[config.mk]
export PLATFORM = sky130hd
export DESIGN_NAME = pipe_hazard_ctrl
export DESIGN_NICKNAME = d
export VERILOG_FILES = /design/src/rtl/pipe_hazard_ctrl.sv
export SDC_FILE = /design/constraint.sdc
export NUM_CORES = 1
export LEC_CHECK = 0
export CAP_MARGIN = 20
export CORE_UTILIZATION = 35
export CTS_CLUSTER_DIAMETER = 80
export DETAILED_ROUTE_END_ITERATION = 8
export PLACE_DENSITY = 0.81
export SYNTH_ARGS = -nofsm -noshare
export SYNTH_HDL_FRONTEND = slang
export SYNTH_SLANG_ARGS = --single-unit
[constraint.sdc]
create_clock -name clk -period 1.9 [get_ports clk]
set_input_delay 0.38 -clock clk [delete_from_list [all_inputs] [get_ports clk]]
set_output_delay 0.38 -clock clk [all_outputs]
set_load 0.03 [all_outputs]
[src/rtl/pipe_hazard_ctrl.sv]
// Stall/flush sequencer for the 5-stage pipeline: memory wait, branch flush,
// load-use bubble, memory timeout. Optional counter: PIPE_HAZARD_PERF_EN.
// Ports: clk, rst (async high); ID/EX hazard fields; ex_branch_taken;
//        mem_req/mem_ready; per-register enables and flushes; timeout_err;
//        stall_cycles (cycles with pc_en=0 while the counter is built in).
module pipe_hazard_ctrl #(
    parameter int REG_AW      = 5,
    parameter int MEM_TIMEOUT = 15
) (
    input  logic              clk,
    input  logic              rst,
    input  logic [REG_AW-1:0] id_rs,
    input  logic [REG_AW-1:0] id_rt,
    input  logic              id_use_rs,
    input  logic              id_use_rt,
    input  logic              ex_memread,
    input  logic [REG_AW-1:0] ex_wa,
    input  logic              ex_branch_taken,
    input  logic              mem_req,
    input  logic              mem_ready,
    output logic              pc_en,
    output logic              ifid_en,
    output logic              ifid_flush,
    output logic              idex_en,
    output logic              idex_flush,
    output logic              exmem_en,
    output logic              memwb_bubble,
    output logic              timeout_err,
    output logic [31:0]       stall_cycles
);

    typedef enum logic [1:0] {
        RUN,
        MEM_WAIT,
        ERR
    } state_t;

    localparam logic [7:0] TMO = 8'(MEM_TIMEOUT);

    state_t     state_q, state_d;
    logic [7:0] wait_cnt_q, wait_cnt_d;
    logic       terr_q, terr_d;
    logic       load_use;
    logic       hold;

    assign load_use = ex_memread && (ex_wa != '0) &&
                      ((id_use_rs && (id_rs == ex_wa)) ||
                       (id_use_rt && (id_rt == ex_wa)));

    always_ff @(posedge clk or posedge rst) begin
        if (rst) begin
            state_q    <= RUN;
            wait_cnt_q <= '0;
            terr_q     <= 1'b0;
        end else begin
            state_q    <= state_d;
            wait_cnt_q <= wait_cnt_d;
            terr_q     <= terr_d;
        end
    end

    always_comb begin
        state_d    = state_q;
        wait_cnt_d = wait_cnt_q;
        terr_d     = terr_q;
        hold       = 1'b0;
        unique case (state_q)
            RUN: begin
                if (mem_req && !mem_ready) begin
                    hold       = 1'b1;
                    state_d    = MEM_WAIT;
                    wait_cnt_d = 8'd1;
                end
            end
            MEM_WAIT: begin
                if (mem_ready) begin
                    state_d    = RUN;
                    wait_cnt_d = '0;
                end else begin
                    hold = 1'b1;
                    if (wait_cnt_q == TMO) begin
                        state_d = ERR;
                        terr_d  = 1'b1;
                    end else if (wait_cnt_q != 8'hFF) begin
                        wait_cnt_d = wait_cnt_q + 8'd1;
                    end
                end
            end
            ERR: begin
                hold = 1'b1;
            end
            default: begin
                state_d = RUN;
            end
        endcase
    end

    // Priority: reset, memory hold, branch squash (drops load-use), bubble.
    always_comb begin
        pc_en        = 1'b1;
        ifid_en      = 1'b1;
        ifid_flush   = 1'b0;
        idex_en      = 1'b1;
        idex_flush   = 1'b0;
        exmem_en     = 1'b1;
        memwb_bubble = 1'b0;
        if (rst) begin
            pc_en        = 1'b0;
            ifid_en      = 1'b0;
            idex_en      = 1'b0;
            exmem_en     = 1'b0;
            ifid_flush   = 1'b1;
            idex_flush   = 1'b1;
            memwb_bubble = 1'b1;
        end else if (hold) begin
            pc_en        = 1'b0;
            ifid_en      = 1'b0;
            idex_en      = 1'b0;
            exmem_en     = 1'b0;
            memwb_bubble = 1'b1;
        end else if (ex_branch_taken) begin
            ifid_flush = 1'b1;
            idex_flush = 1'b1;
        end else if (load_use) begin
            pc_en      = 1'b0;
            ifid_en    = 1'b0;
            idex_flush = 1'b1;
        end
    end

    assign timeout_err = terr_q;

`ifdef PIPE_HAZARD_PERF_EN
    logic [31:0] stall_q;

    always_ff @(posedge clk or posedge rst) begin
        if (rst) begin
            stall_q <= '0;
        end else if (!pc_en) begin
            stall_q <= stall_q + 32'd1;
        end
    end

    assign stall_cycles = stall_q;
`else
    assign stall_cycles = '0;
`endif

endmodule

==> results_dict.tcl, run 1 <==
set metrics [dict create \
    num_rows 19 \
    die_y_um 57.6 \
    routed_wl_mm 2.51 \
    max_freq_mhz 493 \
    final_area_sq_mm 0.00153 \
    violations "design-rule violations, negative setup slack" \
    viasPerCell 4.51 \
    p_per_area_mw_per_mm2 490 \
    place_area_sq_mm 0.00140 \
    grt_max_degree 12 \
    syn_to_final_growth_pct 41.6 \
    synthXorXnorAreaFrac_pct 8.09 \
    coreArea_sq_mm 0.00285 \
    setup_slack_ps -129 \
    ys_seq_elements 11 \
    synth_edf_count 0 \
    yosys.area_share.simple_pct 21.7 \
    clk_pin_slew_ps 70 \
    clockRootBuffer "clkbuf_4" \
    rsz0062_at_grt "true" \
    synthAdderAreaFrac_pct 1.16 \
    htree_levels 1 \
    end_kind "output pin" \
    synth_mux_area_share_pct 4.16 \
    switching_share_pct 38.8 \
    first_pass_iters 6 \
    combPwrFrac_pct 43.2 \
    cts_buffer_depth 2 \
    synth_top_family_by_area "buffers and inverters" \
    report.final.slew_viol_count 0 \
    grt_pass1_wl_mm 3.81 \
    cts_tree "yes" \
    dp_worst_setup_slack_ps -518 \
    cts_made_buffers 3 \
    drt-initial-drc-count 31 \
    grtUsageTotal_pct 14.9 \
    overflow 0 \
    synth_ff_type "dfrtp_1" \
    hold_viol_final 0 \
    io_buffers 30 \
    path_cells "clkdlybuf4s15_1, or4_4, o21ai_4, o31a_1, buf_6" \
    antenna_found_initial 0 \
    clock_power_share_pct 21.5 \
    crit_arrival_ps 1650 \
    cpMaxStageDelayCell "or4_4" \
    syn_area_sq_mm 0.00108 \
    ios 63 \
    maxCapViolCount 0 \
    ys_seq_area_share_pct 25.4 \
    seq_power_share_pct 35.2 \
    worstSetupPathType "in -> out" \
    crit_fanout 3 \
    outcome "finished, violations left" \
    synth_area_per_cell_sq_um 8.59 \
    p_leak_nw 0.741 \
    wire_per_inst_um 12.0 \
    die_w_um 57.6 \
    synth_cell_types 41 \
    clkLatencyLatePin_ps 270 \
    synth_cells 126 \
    vdd_drop_max_mv 0.369 \
    die_area_sq_mm 0.00332 \
    dp_hpwl_mm 1.81 \
    nNetsFinal 203 \
    max_stage_delay_ps 520 \
    synth_warnings 0 \
    grt_pass1_vias 853 \
    min_path_type "reg -> reg" \
    ys_async_sr_fraction_pct 100 \
    drc 5 \
    cts_num_sinks 11 \
    gp_congestion 0.866 \
    route.vias.total 942 \
    power_mw 0.751 \
    ant_nets 0 \
    switching_power_mw 0.292 \
    start_util_pct 37.9 \
    internal_power_mw 0.459 \
    cts_hold_buf 0 \
    period_needed_ps 2030 \
    period_share_pct 107 \
    diodes 0 \
    skew_ps 1.39 \
    critPathRequiredTime_ps 1520 \
    synth_compound_area_share_pct 12.1 \
    crit_path_start_kind "primary input" \
    drive_gt1_share_pct 34.8 \
    setup_viol 4 \
]
[metal layers]
metal | part of all wire, % | vias to the layer above | global-route usage (%)
li1 | - | 475 | -
met1 | 40 | 433 | 17.7
met2 | 55 | 34 | 27.1
met3 | 5.1 | 0 | 2.23
met4 | 0 | 0 | 5.23
met5 | 0 | - | 0
[repair_timing]
item | 4_1_cts | 5_1_grt
cloned | 0 | 0
setup buffers | 1 | 5
pin swaps | 11 | 10
resized for setup | 56 | 16
endpoints found under the setup margin | 10 | 13
[flip-flops by register name, indices dropped and copies added (netlist names)]
| signal | count |
|---|---|
| state_q | 2 |
| timeout_err | 1 |
| wait_cnt_q | 8 |
[worst max-delay path, delay by kind of cell]
kind,cells,cell delay [ps]
and+or+nand+nor,1,520
buffers and inverters,2,380
AOI/OAI and AO/OA,2,370
[final timing paths]
path,start,endpoint,slack [ps],cells past startpoint
max in group asynchronous,rst,wait_cnt_q[7],1200,3
setup / recovery,ex_wa[3],pc_en,-130,5
hold / removal,timeout_err,timeout_err,490,1
hold reg to reg,timeout_err,timeout_err,490,1
setup reg to reg,state_q[1],wait_cnt_q[5],60,7
min in group asynchronous,rst,state_q[0],550,3
[placed cells by master, fill, tap and decap left out, types with 2 or more instances in the layout]
master	count
o31a_1	2
a31oi_1	2
xnor2_1	2
nor3_1	2
a21oi_1	2
clkdlybuf4s15_1	3
nor4_2	2
nor2_1	2
nand2_1	7
nand2b_1	3
nor3_2	2
xor2_1	7
dfrtp_1	11
clkbuf_4	3
buf_6	8
dlygate4sd2_1	5
conb_1	32
inv_1	4
buf_4	24
buf_2	5
nand3_1	4
o21ai_0	2
clkdlybuf4s50_1	7
mux2i_1	3
[per-stage QoR]
step,utilization [%],TNS (ps),hold WS [ps],cells
after CTS,50.7,-328,489,205
after global routing,53.7,-610,528,209
after global placement,49.2,-4120,459,200
after detailed placement,49.2,-4380,473,200
final,53.7,-332,495,209
after floorplan,-,-184,248,157
[cell usage after synthesis (2+ instances only)]
| cell | instances | area, sq um |
|---|---|---|
| a21oi_1 | 3 | 15.0 |
| a31oi_1 | 2 | 12.5 |
| buf_2 | 2 | 10.0 |
| buf_4 | 35 | 263 |
| dfrtp_1 | 11 | 275 |
| inv_1 | 5 | 18.8 |
| mux2i_1 | 3 | 30.0 |
| nand2_1 | 8 | 30.0 |
| nand2b_1 | 4 | 25.0 |
| nand3_1 | 4 | 20.0 |
| nor2_1 | 3 | 11.3 |
| nor3_1 | 3 | 15.0 |
| nor4_1 | 3 | 18.8 |
| o21ai_0 | 3 | 15.0 |
| o31a_1 | 2 | 17.5 |
| o31ai_1 | 2 | 15.0 |
| xnor2_1 | 2 | 17.5 |
| xor2_1 | 8 | 70.1 |
[final cells by class]
class                   count  area [sq um]
clock buffers               4          26.3
inverters                   5          21.3
well taps                  31          38.8
fillers                   270          1320
multi-input cells         104           712
flip-flops and latches     11           275
repair buffers             54           459
[power by group through the flow]
stage,registers (mW),clock network [mW],logic [mW]
6_report,0.265,0.162,0.325
5_1_grt,0.266,0.177,0.348
4_1_cts,0.264,0.166,0.305
3_5_place_dp,0.269,0,0.302
3_3_place_gp,0.267,0,0.298
2_1_floorplan,0.264,0,0.251
[cells by family (layout without fill, tap and decap cells)]
logic type | after synthesis | count (layout)
adders and majority gates | 1 | 1
buffers and inverters | 42 | 63
other | 1 | 32
DFF | 11 | 11
muxes | 4 | 4
and+or+nand+nor | 38 | 38
xor gates and xnor gates | 10 | 10
AOI/OAI and AO/OA | 19 | 19
No activity file was read; power rests on OpenSTA's default activity.
==> run 2, diff against run 1 <==
--- a/config.mk
+++ b/config.mk
@@ -13,3 +13,4 @@
 export SYNTH_ARGS = -nofsm -noshare
 export SYNTH_HDL_FRONTEND = slang
 export SYNTH_SLANG_ARGS = --single-unit
+export TNS_END_PERCENT = 50
==> results of run 2 <==
The final DEF is identical to that of run 1; final timing and power are the same.
